--- src/rtl/mem_refill_ctrl.sv ---
// rtl/mem_refill_ctrl.sv - main-memory refill controller below the L2 cache
//
// Purpose: accepts one L2 request at a time (line refill read or single-word
// write-through), models a fixed memory latency, streams refill beats back to
// L2 and drives a word-addressed, asynchronous-read memory port.
//
// Configuration macro: CRITICAL_WORD_FIRST_EN
//    defined   - read beats start at the requested word and wrap around the line
//    undefined - read beats always run 0 .. LINE_WORDS-1
//
// Ports:
//    clk, rst                     clock, synchronous active-high reset
//    req_valid/req_ready          request handshake (req_ready is combinational)
//    req_write, req_addr, req_wdata  request attributes, captured on accept
//    resp_valid, resp_data        one-cycle response beat strobe and data
//    resp_word_idx, resp_last     word index of the beat, final-beat flag
//    busy                         FSM not idle
//    mem_addr, mem_wdata, mem_we  memory port outputs (registered)
//    mem_rdata                    asynchronous memory read data
//    refill_cnt                   saturating count of completed refills

module mem_refill_ctrl #(
   parameter int LINE_WORDS  = 4,
   parameter int MEM_LATENCY = 3,
   parameter int IDX_W       = $clog2(LINE_WORDS)
) (
   input  logic             clk,
   input  logic             rst,
   input  logic             req_valid,
   output logic             req_ready,
   input  logic             req_write,
   input  logic [31:0]      req_addr,
   input  logic [31:0]      req_wdata,
   output logic             resp_valid,
   output logic [31:0]      resp_data,
   output logic [IDX_W-1:0] resp_word_idx,
   output logic             resp_last,
   output logic             busy,
   output logic [31:0]      mem_addr,
   output logic [31:0]      mem_wdata,
   output logic             mem_we,
   input  logic [31:0]      mem_rdata,
   output logic [15:0]      refill_cnt
);

   localparam int CNT_W  = (MEM_LATENCY > 1) ? $clog2(MEM_LATENCY) : 1;
   localparam int BEAT_W = IDX_W + 1;
   localparam logic [CNT_W-1:0]  LAT_INIT = CNT_W'(MEM_LATENCY - 1);
   localparam logic [CNT_W-1:0]  CNT_ONE  = CNT_W'(1);
   localparam logic [IDX_W-1:0]  IDX_ONE  = IDX_W'(1);
   localparam logic [BEAT_W-1:0] BEAT_ONE = BEAT_W'(1);
   localparam logic [BEAT_W-1:0] BEATS_ALL  = BEAT_W'(LINE_WORDS);
   localparam logic [BEAT_W-1:0] BEATS_LAST = BEAT_W'(LINE_WORDS - 1);

   typedef enum logic [2:0] {IDLE, RD_WAIT, RD_BURST, WR_WAIT, WR_ACK} state_t;

   state_t            state_q;
   logic [CNT_W-1:0]  lat_cnt_q;
   logic [29:0]       word_addr_q;   // captured word address (byte address >> 2)
   logic [31:0]       wdata_q;
   logic [IDX_W-1:0]  idx_q;         // word index currently presented on mem_addr
   logic [BEAT_W-1:0] beats_q;       // beats already issued in this burst
   logic              resp_valid_q;
   logic [31:0]       resp_data_q;
   logic [IDX_W-1:0]  resp_idx_q;
   logic              resp_last_q;
   logic [31:0]       mem_addr_q;
   logic [31:0]       mem_wdata_q;
   logic              mem_we_q;
   logic [15:0]       refill_cnt_q;

   logic              accept;
   logic [IDX_W-1:0]  req_first_idx;
   logic [IDX_W-1:0]  idx_nxt;
   logic [31:0]       next_beat_addr;
   logic [15:0]       refill_cnt_d;

   assign req_ready = (state_q == IDLE) && !rst;
   assign accept    = req_valid && req_ready;

`ifdef CRITICAL_WORD_FIRST_EN
   assign req_first_idx = req_addr[IDX_W+1:2];
`else
   assign req_first_idx = '0;
`endif

   assign idx_nxt        = idx_q + IDX_ONE;   // wraps modulo LINE_WORDS
   assign next_beat_addr = {word_addr_q[29:IDX_W], idx_nxt, 2'b00};
   assign refill_cnt_d   = (refill_cnt_q == 16'hFFFF) ? refill_cnt_q : refill_cnt_q + 16'd1;

   // The memory address is presented one cycle ahead of each beat so that the
   // registered resp_data samples the asynchronous read of the matching word.
   always_ff @(posedge clk) begin
      if (rst) begin
         state_q      <= IDLE;
         lat_cnt_q    <= '0;
         word_addr_q  <= '0;
         wdata_q      <= '0;
         idx_q        <= '0;
         beats_q      <= '0;
         resp_valid_q <= 1'b0;
         resp_data_q  <= '0;
         resp_idx_q   <= '0;
         resp_last_q  <= 1'b0;
         mem_addr_q   <= '0;
         mem_wdata_q  <= '0;
         mem_we_q     <= 1'b0;
         refill_cnt_q <= '0;
      end else begin
         case (state_q)
            IDLE: begin
               resp_valid_q <= 1'b0;
               resp_last_q  <= 1'b0;
               if (accept) begin
                  word_addr_q <= req_addr[31:2];
                  wdata_q     <= req_wdata;
                  lat_cnt_q   <= LAT_INIT;
                  if (req_write) begin
                     state_q     <= WR_WAIT;
                     mem_addr_q  <= req_addr & ~32'h3;
                     mem_wdata_q <= req_wdata;
                     mem_we_q    <= (MEM_LATENCY == 1);
                  end else begin
                     state_q    <= RD_WAIT;
                     idx_q      <= req_first_idx;
                     mem_addr_q <= {req_addr[31:IDX_W+2], req_first_idx, 2'b00};
                  end
               end
            end
            RD_WAIT: begin
               if (lat_cnt_q == '0) begin
                  state_q      <= RD_BURST;
                  resp_valid_q <= 1'b1;
                  resp_data_q  <= mem_rdata;
                  resp_idx_q   <= idx_q;
                  resp_last_q  <= 1'b0;
                  beats_q      <= BEAT_ONE;
                  idx_q        <= idx_nxt;
                  mem_addr_q   <= next_beat_addr;
               end else begin
                  lat_cnt_q <= lat_cnt_q - CNT_ONE;
               end
            end
            RD_BURST: begin
               if (beats_q == BEATS_ALL) begin
                  state_q      <= IDLE;
                  resp_valid_q <= 1'b0;
                  resp_last_q  <= 1'b0;
                  refill_cnt_q <= refill_cnt_d;
               end else begin
                  resp_valid_q <= 1'b1;
                  resp_data_q  <= mem_rdata;
                  resp_idx_q   <= idx_q;
                  resp_last_q  <= (beats_q == BEATS_LAST);
                  beats_q      <= beats_q + BEAT_ONE;
                  idx_q        <= idx_nxt;
                  // Hold the address on the final beat instead of wrapping back.
                  if (beats_q != BEATS_LAST) begin
                     mem_addr_q <= next_beat_addr;
                  end
               end
            end
            WR_WAIT: begin
               if (lat_cnt_q == '0) begin
                  state_q      <= WR_ACK;
                  mem_we_q     <= 1'b0;
                  resp_valid_q <= 1'b1;
                  resp_last_q  <= 1'b1;
                  resp_data_q  <= wdata_q;
                  resp_idx_q   <= word_addr_q[IDX_W-1:0];
               end else begin
                  lat_cnt_q <= lat_cnt_q - CNT_ONE;
                  mem_we_q  <= (lat_cnt_q == CNT_ONE);
               end
            end
            WR_ACK: begin
               state_q      <= IDLE;
               resp_valid_q <= 1'b0;
               resp_last_q  <= 1'b0;
            end
            default: begin
               state_q <= IDLE;
            end
         endcase
      end
   end

   assign busy          = (state_q != IDLE);
   assign resp_valid    = resp_valid_q;
   assign resp_data     = resp_data_q;
   assign resp_word_idx = resp_idx_q;
   assign resp_last     = resp_last_q;
   assign mem_addr      = mem_addr_q;
   assign mem_wdata     = mem_wdata_q;
   assign mem_we        = mem_we_q;
   assign refill_cnt    = refill_cnt_q;

endmodule

--- config.mk ---
export PLATFORM = sky130hd
export DESIGN_NAME = mem_refill_ctrl
export DESIGN_NICKNAME = d
export VERILOG_FILES = /design/src/rtl/mem_refill_ctrl.sv
export SDC_FILE = /design/constraint.sdc
export NUM_CORES = 1
export LEC_CHECK = 0
export CORE_MARGIN = 2
export CORE_UTILIZATION = 43
export CTS_BUF_LIST = sky130_fd_sc_hd__clkbuf_16
export DETAILED_ROUTE_END_ITERATION = 10
export HOLD_SLACK_MARGIN = 0.06
export PLACE_DENSITY = 0.77
export SLEW_MARGIN = 20
export SYNTH_ARGS = -nofsm -noshare
export SYNTH_HDL_FRONTEND = slang
export SYNTH_SLANG_ARGS = --single-unit
export TNS_END_PERCENT = 1
--- constraint.sdc ---
create_clock -name clk -period 1.89 [get_ports clk]
set_input_delay 0.567 -clock clk [delete_from_list [all_inputs] [get_ports clk]]
set_output_delay 0.567 -clock clk [all_outputs]
set_load 0.01 [all_outputs]
Word level (Yosys, flattened, before mapping)
Index checks and enable logic that the tools add are counted.

Muxes and demuxes: 41. Divide/modulo/power cells: 0. Bitwise operators: 1. Order comparisons: 0. Reductions and logical operators: 27. Eq/ne operators: 19. Add/sub/neg operators: 4. Shift operators: 0. Multiply operators: 0.

Operator list (number): $mux 32 (7); $pmux 32 s3 (2); $mux 2 (10); $mux 3 (6); $ne 2x2->1 const B (9); $reduce_and 3->1 (6); $add 16x1->16 const B (1); $eq 16x16->1 const B (1); $pmux 2 s3 (2); $pmux 3 s4 (1); $reduce_bool 3->1 (4); $reduce_and 5->1 (2); $eq 3x2->1 const B (3); $reduce_and 4->1 (2); $mux 1 (7); $eq 3x3->1 const B (2); $pmux 3 s2 (1); $reduce_bool 2->1 (3); $mux 4 (1); $pmux 1 s4 (1); $pmux 2 s2 (1); $reduce_and 2->1 (2); $reduce_bool 4->1 (1); $reduce_or 2->1 (2); other kinds (14) (15).

RAM bits: 0. Input bits: 100. Memories: 0. Bits in latches: 0. Bits in registers: 189. Memory bits (read-only): 0. Output and inout port bits: 119.

Logic depth before layout (Yosys ltp)
Gate-level depths: netlist of the first run.

Word-level depth: 5. Mapped depth: 8.

Worst setup path before layout of the first run
No wires, ideal clock.

Path kind: input -> output. From: input rst. To: output req_ready. Data required time: 1.323 ns. Arrival time: 1.465 ns. Setup slack: -0.142 ns. Stages: 4. Path through: clkbuf_1 > clkbuf_1 > clkbuf_1 > nor2_1.

Cells in the longest elaborated chain, start to end: 2.

RTL lines: start, declared (line 28) `input logic rst,`; $logic_not 1->1 (line 78) `assign req_ready = (state_q == IDLE) && !rst;`; $logic_and 1x1->1 (line 78); end, declared (line 30) `output logic req_ready,`.

No other way between the ends.

Worst setup path in the final report of the first run
From: register state_q[0]. To: register resp_data_q[7], in the netlist resp_data[7].

Cells in the longest elaborated chain, start to end: 3. Elaborated cells on any way between the ends: 9.

RTL lines: start, declared (line 57) `state_t state_q;`; start signal, assigned (line 95) `state_q <= IDLE;`; start signal, assigned (line 119) `state_q <= WR_WAIT;`; start signal, assigned (line 124) `state_q <= RD_WAIT;`; $eq 3x2->1 or $eq 3x1->1 (tied branches) (line 110) `case (state_q)`; $ne 2x2->1 (no source line) or $reduce_bool 3->1 (tied branches); $reduce_and 4->1 (no source line); end signal, assigned (line 134) `resp_data_q <= mem_rdata;`; end signal, assigned (line 152) `resp_data_q <= mem_rdata;`; end signal, assigned (line 169) `resp_data_q <= wdata_q;`; end, declared (line 64) `logic [31:0] resp_data_q;`.

Several ways; a longest one is shown, not always the timed one. A chain may end at the register's enable or synchronous reset.

==> results.cfg, run 1 <==
[job]
cap_violations = 0

[grt]
globalRouteTotalUtil = 0.238
via_count_of_the_first_global_routing_pass = 7125
globalRoute.totalOverflow = 0
grt_pass1_wl_um = 35800
maximum_number_of_pins_on_one_net_before_global_route_repair = 52
antenna_found_initial = 0

[cells_and_area]
area_growth_syn_to_layout_pct = 44.6
final_nets = 1263
post_route_cells_drive_above_1_share = 0.129
antenna_cells = 0
utilization_after_layout = 0.640

[clocking]
cts-buffers-inserted = 17
ctsHoldBuffers = 0
ctsLongestPathBuffers = 2
clk_latency_ns = 0.43
cts-root-buf = sky130_fd_sc_hd__clkbuf_16
clk_pin_slew_ns = 0.07
cts_tree = done
clock_sinks = 187
clock_tree.htree_level_count = 4

[floorplanning]
fp.coreArea_sq_mm = 0.0174
die-height_um = 138
io_pins = 219
chipWidth_um = 138
initial_utilization = 0.443
rows = 48
fp.dieArea_sq_mm = 0.0190

[drt]
drc = 0
wire_per_inst_um = 16.5
antenna_left = 0
route.vias.total = 7527
initialDrtViolationCount = 395
detailedRoute.firstPassIterationCount = 7
totalWireLength_um = 23000
vias_per_cell = 5.40

[critical_path]
slowest_stage = sky130_fd_sc_hd__dfxtp_4
reg2regPathDepth = 6
cp_max_fo = 48
required_ns = 2.21
crit_path_cell_trace = and2b_2 -> a2111oi_4 -> buf_4 -> buf_12 -> nor2_1 -> a311oi_1
critical_path.endpoint_type = flip-flop
worstPathArrival_ns = 2.19
critPathKind = flip-flop to flip-flop
timing.rr.end = resp_data[7]
r2r_start = state_q[0]
r2r_setup_slack_ns = 0.03
worst_setup_path_start_kind = flip-flop
slowest_delay_ns = 0.40

[logic_synthesis]
netlist_instances = 938
synth-edff-count = 0
ys_seq_area_frac = 0.485
synth.ff_latch_count = 187
netlist_area_sq_mm = 0.00771
avgSynthCellArea_sq_um = 8.22
synth.lib_cells_used.distinct = 52
asyncSetResetFlopFracSynth = 0
ys_warn_count = 0
ys_dominant_reg_cell = sky130_fd_sc_hd__dfxtp_1

[power]
p_leak_nw = 5.36
power.internal_mw = 7.33
vdd_drop_max_uv = 770
comb_power_share = 0.214
power.share.clock = 0.342
switching_power_mw = 2.91
share_seq_of_total_power = 0.443
power_density_mw_per_mm2 = 918
power.share.switching = 0.284

[sta]
final.min_clock_period_ns = 1.86
worst_clock_skew_ns = 0.0124
layout_setup_ws_ns = 0.0272
final-setup-viol-count = 0
final-hold-violation-count = 0
rsz0062_at_grt = true
report.final.slew_viol_count = 0
hold_ws_ns = 0.451
achievable-frequency_mhz = 537
final.period_utilization = 0.986

[outcome]
status = complete, no violations

[place]
gp_congestion = 0.843
setup_slack_after_placement_ns = -0.268
dp_hpwl_um = 15100
numPortBuffers = 214

[worst_hold_path]
hold_path_depth = 2
min_from = mem_wdata[1]
min-delay-path-class = flip-flop to flip-flop
min_delay_worst_endpoint = mem_wdata[1]
-- how the worst max path moves through the flow --
| stage | startpoint | to | cells past startpoint |
|---|---|---|---|
| after CTS | beats_q[0] | resp_data[26] | 7 |
| after floorplan | beats_q[0] | resp_data[11] | 7 |
| after global placement | req_valid | mem_wdata[21] | 7 |
| after global routing | state_q[0] | req_ready | 4 |
| final | state_q[0] | resp_data[7] | 6 |
| after detailed placement | req_valid | mem_addr[26] | 7 |
-- cell type report --
cell class | count | area, sq um
clock inverters | 15 | 146
repair buffers | 279 | 2760
multi-input cells | 663 | 3730
clock buffers | 17 | 425
well taps | 225 | 282
inverters | 9 | 33.8
fillers | 1502 | 6270
flip-flops and latches | 187 | 3770
-- through the flow --
step	power, mW	instances	cell area (sq um)	TNS [ns]
2_1_floorplan	5.72	939	7730	-0.462
3_3_place_gp	6.87	1361	10400	-17.07
3_5_place_dp	6.92	1361	10400	-19.42
4_1_cts	10.3	1393	11000	-0.0381
5_1_grt	10.7	1395	11100	-0.723
6_report	10.2	1395	11100	0
-- power groups by stage --
stage | Combinational, mW | Clock (mW) | Sequential [mW]
3_5_place_dp | 2.29 | 0 | 4.62
4_1_cts | 2.18 | 3.57 | 4.54
6_report | 2.19 | 3.50 | 4.54
3_3_place_gp | 2.26 | 0 | 4.61
2_1_floorplan | 1.02 | 0 | 4.70
5_1_grt | 2.40 | 3.73 | 4.58
-- flip-flops by register name, indices dropped and copies added (netlist names), 2 cells and up --
signal	count
state_q	3
resp_data	32
resp_word_idx	2
word_addr_q	30
mem_wdata	32
beats_q	3
mem_addr	30
idx_q	2
refill_cnt	16
lat_cnt_q	2
wdata_q	32
-- layer usage --
layer	wire length, um	global-route usage
met1	9710	0.293
met5	0	0
met2	11300	0.411
met4	471	0.0731
met3	1460	0.0588
-- Yosys cell counts, types with 3 or more instances --
cell type / number / share of area
sky130_fd_sc_hd__buf_1: 10 / 0.0049
sky130_fd_sc_hd__buf_2: 22 / 0.014
sky130_fd_sc_hd__nand2b_1: 3 / 0.0024
sky130_fd_sc_hd__o21ai_0: 15 / 0.0097
sky130_fd_sc_hd__and3_1: 5 / 0.0041
sky130_fd_sc_hd__ha_1: 6 / 0.0097
sky130_fd_sc_hd__a21oi_1: 78 / 0.051
sky130_fd_sc_hd__nor4_1: 4 / 0.0032
sky130_fd_sc_hd__o31ai_1: 5 / 0.0049
sky130_fd_sc_hd__inv_1: 8 / 0.0039
sky130_fd_sc_hd__and2_1: 3 / 0.0024
sky130_fd_sc_hd__nor2b_1: 11 / 0.0089
sky130_fd_sc_hd__nand2_1: 236 / 0.11
sky130_fd_sc_hd__nor2_1: 47 / 0.023
sky130_fd_sc_hd__nor3_1: 6 / 0.0039
sky130_fd_sc_hd__mux2_2: 5 / 0.0073
sky130_fd_sc_hd__nand4_1: 3 / 0.0024
sky130_fd_sc_hd__a211oi_1: 32 / 0.031
sky130_fd_sc_hd__clkbuf_1: 46 / 0.022
sky130_fd_sc_hd__mux2i_1: 28 / 0.036
sky130_fd_sc_hd__or4_1: 7 / 0.0068
sky130_fd_sc_hd__nand3_1: 95 / 0.062
sky130_fd_sc_hd__dfxtp_1: 187 / 0.49
sky130_fd_sc_hd__a31oi_1: 3 / 0.0024
sky130_fd_sc_hd__a311oi_1: 37 / 0.042
-- critical path, delay by kind of cell (launching register included) --
kind | cells | cell delay [ns]
DFF | 1 | 0.40
and+or+nand+nor | 2 | 0.34
buffers and inverters | 2 | 0.42
AOI/OAI and AO/OA | 2 | 0.60
-- cell families after synthesis --
| group | synth area share |
|---|---|
| XOR/XNOR | 0.00227 |
| buffers and inverters | 0.0479 |
| multiplexers | 0.0436 |
| other | 0.000486 |
| AO/OA/AOI/OAI | 0.156 |
| flip-flops | 0.485 |
| adder cells (fa/ha/maj) | 0.00974 |
| AND/OR/NAND/NOR | 0.254 |
-- cells in the final DEF (no fill, tap or decap), types with 9 or more instances in the layout --
cell	synthesis	layout
sky130_fd_sc_hd__a211oi_1	32	27
sky130_fd_sc_hd__a21oi_1	78	78
sky130_fd_sc_hd__a311oi_1	37	37
sky130_fd_sc_hd__buf_12	0	11
sky130_fd_sc_hd__buf_4	2	54
sky130_fd_sc_hd__clkbuf_16	0	17
sky130_fd_sc_hd__clkdlybuf4s50_1	0	96
sky130_fd_sc_hd__dfxtp_1	187	173
sky130_fd_sc_hd__dfxtp_2	0	12
sky130_fd_sc_hd__dlygate4sd2_1	0	76
sky130_fd_sc_hd__dlymetal6s2s_1	0	39
sky130_fd_sc_hd__mux2i_1	28	28
sky130_fd_sc_hd__nand2_1	236	235
sky130_fd_sc_hd__nand3_1	95	95
sky130_fd_sc_hd__nor2_1	47	47
sky130_fd_sc_hd__nor2b_1	11	9
sky130_fd_sc_hd__o21ai_0	15	15
-- what timing repair did --
| action | 4_1_cts | 5_1_grt |
|---|---|---|
| setup endpoints to repair | 120 | 119 |
| gates resized for setup | 104 | 56 |
| pin swaps | 25 | 12 |
| setup buffers | 0 | 2 |
(Power assumes the default switching activity.)
==> run 2: changes to the inputs <==
- CAP_MARGIN: default -> 30
- PLACE_DENSITY: 0.77 -> 0.76
==> run 2 against run 1 <==
The flow now finishes with violations (negative setup slack). Sequential power is essentially flat. Critical path depth grew 3. Combinational power grew 8%. Sequential share of layout area shrank 0.22 points. Critical path type unchanged. First-iteration DRC count grew 28%. Worst setup slack lost 0.095 ns. Clock power shrank 5%. Routed wire length grew 2.9%. Utilization grew 0.40 points. Via count grew 1.0%. Cell count grew 0.22%.
==> results.cfg, run 2 (synthesis gave the netlist of run 1 again) <==
[critical_path]
reg2regPathDepth = 9
worstSetupPathDepth = 9
slowest_stage = sky130_fd_sc_hd__a2111oi_4
critical_path.n_buffers_inverters = 4
critPathKind = flip-flop to flip-flop
crit_path_cell_trace = inv_2 -> ha_4 -> and2_4 -> a2111oi_4 -> buf_4 -> buf_8 -> buf_12 -> nor2_2 -> a311oi_2
critical_path.endpoint_type = flip-flop
worst_setup_path_start_kind = flip-flop
worstPathArrival_ns = 2.29
timing.critical_path.max_delay_family = compound AO/OA/AOI/OAI gates
required_ns = 2.23
slowest_delay_ns = 0.34
cp_max_fo = 7

[cells_and_area]
post_route_cells_drive_above_1_share = 0.137
multi_input_comb_area_sq_mm = 0.00373
fill_cells = 1479
area_growth_syn_to_layout_pct = 45.5
utilization_after_layout = 0.644
layout.cells.non_filler = 1398
final_nets = 1266
final-seq-area_sq_mm = 0.00376
antenna_cells = 0
most-common-layout-cells = 235 x sky130_fd_sc_hd__nand2_1, 170 x sky130_fd_sc_hd__dfxtp_1, 101 x sky130_fd_sc_hd__clkdlybuf4s50_1
leading_cell_type_in_the_layout_fill_and_taps_excluded = sky130_fd_sc_hd__nand2_1

[sta]
report.final.slew_viol_count = 0
achievable-frequency_mhz = 511
worst_clock_skew_ns = 0.0157
final.min_clock_period_ns = 1.96
layout_setup_ws_ns = -0.0678
slew-limit-headroom = 0.425
final-hold-violation-count = 0
hold_ws_ns = 0.425
final-setup-viol-count = 14
rsz0062_at_grt = true
final.period_utilization = 1.04
tightestPinTransition_ns = 0.863

[drt]
drc = 0
totalWireLength_um = 23600
detailedRoute.firstPassIterationCount = 5
vias_per_cell = 5.44
wire_per_inst_um = 16.9
route.vias.total = 7602
initialDrtViolationCount = 505
antenna_left = 0

[floorplanning]
chipWidth_um = 138
io_pins = 219
fp.dieArea_sq_mm = 0.0190
rows = 48
fp.coreArea_sq_mm = 0.0174
die-height_um = 138
initial_utilization = 0.443

[power]
comb_power_share = 0.231
vdd_drop_max_uv = 641
power.share.clock = 0.326
p_leak_nw = 5.29
power_density_mw_per_mm2 = 913
totalPowerFinal_mw = 10.2
power.internal_mw = 7.18
switching_power_mw = 3.06
power.share.switching = 0.299
share_seq_of_total_power = 0.443

[worst_hold_path]
hold_path_depth = 3
min-delay-path-class = primary input to flip-flop

[place]
dp_hpwl_um = 15300
gp_congestion = 0.809
numPortBuffers = 214
placed_cells = 1359

[clocking]
cts-buffers-inserted = 17
clk_pin_slew_ns = 0.07
ctsLongestPathBuffers = 2
cts_tree = done
clock_sinks = 187
cts-root-buf = sky130_fd_sc_hd__clkbuf_16
clk_latency_ns = 0.43
clock_tree.htree_level_count = 4
ctsHoldBuffers = 0

[grt]
antenna_found_initial = 0
maximum_number_of_pins_on_one_net_before_global_route_repair = 75
globalRouteTotalUtil = 0.236
grt_pass1_wl_um = 35500
via_count_of_the_first_global_routing_pass = 6885
globalRoute.totalOverflow = 0

[outcome]
violations = negative setup slack
status = finished with violations

[job]
cap_violations = 0
## run 2: per-layer routing
| layer | global-route usage | up-vias | routed length (um) |
|---|---|---|---|
| li1 | - | 3719 | - |
| met1 | 0.303 | 3626 | 10300 |
| met2 | 0.394 | 215 | 11400 |
| met3 | 0.0475 | 42 | 1340 |
| met4 | 0.0839 | 0 | 592 |
| met5 | 0 | - | 0 |
## run 2: repair_timing
| action | CTS | global route |
|---|---|---|
| resized for setup | 102 | 60 |
| cloned | 0 | 4 |
| buffers inserted | 1 | 2 |
| endpoints found under the setup margin | 128 | 112 |
| pin swaps | 5 | 35 |
## run 2: worst min-delay path: cells and delay by family
kind	cells	cell delay, ns
AND/OR/NAND/NOR	1	0.04
buffers and inverters	2	0.21
## run 2: final timing paths
kind	startpoint	to	slack [ns]
worst min register to register	mem_wdata[15]	mem_wdata[15]	0.45
worst min-delay path	rst	state_q[2]	0.42
worst max-delay path	beats_q[1]	resp_data[15]	-0.07
worst max register to register	beats_q[1]	resp_data[15]	-0.07
## run 2: power groups by stage
stage | sequential, mW | clock, mW | combinational (mW)
after floorplan | 4.70 | 0 | 1.02
after global placement | 4.61 | 0 | 2.27
after detailed placement | 4.62 | 0 | 2.31
after CTS | 4.53 | 3.40 | 2.23
after global routing | 4.57 | 3.55 | 2.56
final | 4.53 | 3.34 | 2.37
## run 2: layout make-up
class                           count  area share
Clock inverter                     15      0.0105
Clock buffer                       17      0.0379
Sequential cell                   187       0.336
Inverter                            9     0.00301
Timing Repair Buffer              282       0.255
Tap cell                          225      0.0251
Multi-Input combinational cell    663       0.333
## run 2: stage by stage
step                cell area (sq um)  setup WS [ns]  TNS, ns
finish                          11200        -0.0678   -0.275
global route                    11200         -0.138    -3.69
CTS                             10900        -0.0483  -0.0945
detailed placement              10400         -0.299   -23.56
global placement                10400         -0.277   -22.41
floorplan                        7730        -0.0223   -0.462
==> run 3: changes to the inputs <==
- clock period: 1.89 -> 1.8 ns (I/O delays scaled with it)
==> run 3 against run 2 <==
The run still ends with negative setup slack left. Via count rose by 2.0%. Cell count increased by 1.0%. Critical path depth decreased by 3. Worst hold slack better by 0.026 ns. Clock skew is 0.0071 ns lower. Sequential power increased by 5.1%. Power grew 3.5%. Clock power hardly changed. Critical endpoint is now refill_cnt[14]. Largest power group unchanged.
==> results.cfg, run 3 (synthesis gave the netlist of run 1 again) <==
[sta]
worst_clock_skew_ns = 0.00857
rsz0062_at_grt = true
final-hold-violation-count = 0
final-setup-viol-count = 58
report.final.slew_viol_count = 0
tightestPinTransition_ns = 0.616
layout_setup_ws_ns = -0.0893
slew-limit-headroom = 0.589
final.period_utilization = 1.05
final.min_clock_period_ns = 1.89
achievable-frequency_mhz = 529
hold_ws_ns = 0.451

[place]
numPortBuffers = 214
dp_hpwl_um = 15700
gp_congestion = 0.865
area_after_dpl_sq_mm = 0.0105

[drt]
initialDrtViolationCount = 443
wire_per_inst_um = 17.2
detailedRoute.firstPassIterationCount = 5
drc = 0
route.vias.total = 7751
vias_per_cell = 5.49
totalWireLength_um = 24200
antenna_left = 0

[cells_and_area]
post_route_cells_drive_above_1_share = 0.148
leading_cell_type_in_the_layout_fill_and_taps_excluded = sky130_fd_sc_hd__nand2_1
antenna_cells = 0
final_nets = 1280
area_growth_syn_to_layout_pct = 45.8
stdcell_area_sq_mm = 0.0112
most-common-layout-cells = 235 x sky130_fd_sc_hd__nand2_1, 172 x sky130_fd_sc_hd__dfxtp_1, 114 x sky130_fd_sc_hd__dlygate4sd2_1
fill_cells = 1507

[grt]
globalRoute.totalOverflow = 0
top_usage_layer = met2
globalRouteTotalUtil = 0.249
via_count_of_the_first_global_routing_pass = 7436
grt.met3_usage = 0.0523
gr-usage-met1 = 0.306
maximum_number_of_pins_on_one_net_before_global_route_repair = 56
groute.layer.met2.usage = 0.424
antenna_found_initial = 0
grt_pass1_wl_um = 37400

[clocking]
cts-buffers-inserted = 17
cts-root-buf = sky130_fd_sc_hd__clkbuf_16
clock_sinks = 187
clk_pin_slew_ns = 0.07
clk_latency_ns = 0.43
ctsLongestPathBuffers = 2
cts_tree = done
clock_tree.htree_level_count = 4

[outcome]
violations = negative setup slack
status = finished with violations

[critical_path]
required_ns = 2.16
worst_setup_path_start_kind = flip-flop
cp_max_fo = 6
critical_path.endpoint_type = flip-flop
critPathKind = flip-flop to flip-flop
worstPathArrival_ns = 2.25

[power]
p_leak_nw = 4.99
vdd_drop_max_uv = 675
power_density_mw_per_mm2 = 943

[floorplanning]
rows = 48
chipWidth_um = 138
initial_utilization = 0.443
die-height_um = 138
fp.dieArea_sq_mm = 0.0190
fp.coreArea_sq_mm = 0.0174
io_pins = 219

[worst_hold_path]
min-delay-path-class = flip-flop to flip-flop

[job]
cap_violations = 0
run 3: cell count changes in the layout (fill, tap and decap cells not counted), moves of 7 or more:
cell                             change
sky130_fd_sc_hd__buf_4              +10
sky130_fd_sc_hd__buf_6               +7
sky130_fd_sc_hd__dlygate4sd2_1      +38
sky130_fd_sc_hd__dlymetal6s2s_1     -33
run 3: final cells by class:
type                            instances  area (sq um)  area share
Inverter                                9          33.8     0.00301
Multi-Input combinational cell        663          3770       0.336
Timing Repair Buffer                  296          2880       0.256
Clock inverter                         15          85.1     0.00757
Sequential cell                       187          3770       0.335
Tap cell                              225           282      0.0250
Clock buffer                           17           425      0.0378
run 3: through the flow:
| stage | utilization | TNS (ns) | setup WS, ns | instances | total power [mW] |
|---|---|---|---|---|---|
| 2_1_floorplan | - | -0.993 | -0.0768 | 939 | 6.02 |
| 3_3_place_gp | 0.605 | -35.87 | -0.325 | 1368 | 7.24 |
| 3_5_place_dp | 0.605 | -37.98 | -0.385 | 1368 | 7.29 |
| 4_1_cts | 0.635 | -4.95 | -0.177 | 1407 | 10.5 |
| 5_1_grt | 0.645 | -9.83 | -0.175 | 1412 | 11.0 |
| 6_report | 0.645 | -1.74 | -0.0893 | 1412 | 10.6 |
run 3: report_power, final:
part / internal (mW) / switching, mW
combinational: 1.19 / 1.29
clock: 1.74 / 1.61
sequential: 4.54 / 0.218
total: 7.47 / 3.12
run 3: worst max-delay path, cell delays in order (launching register included):
cell and delay (ns):
sky130_fd_sc_hd__dfxtp_2 0.33, sky130_fd_sc_hd__inv_2 0.07, sky130_fd_sc_hd__ha_4 0.14, sky130_fd_sc_hd__nand3b_1 0.12, sky130_fd_sc_hd__or4_4 0.60, sky130_fd_sc_hd__or4_4 0.44, sky130_fd_sc_hd__a21oi_2 0.14
run 3: routing by layer:
layer,vias to the layer above,wire length (um)
li1,3746,-
met1,3693,10100
met2,264,12000
met3,48,1530
met4,0,654
met5,-,0
run 3: path summary, 6_finish.rpt:
kind         depth (start not counted)          from             end  slack [ns]
max reg2reg                          6    beats_q[1]  refill_cnt[14]       -0.09
min reg2reg                          2  mem_wdata[2]    mem_wdata[2]        0.45
min                                  2  mem_wdata[2]    mem_wdata[2]        0.45
max                                  6    beats_q[1]  refill_cnt[14]       -0.09
run 3: timing repair:
action,in CTS,in global routing
buffers inserted,6,2
hold buffers,0,0
endpoints found under the setup margin,193,170
pin swaps,12,43
resized for setup,153,27
gates cloned,1,3
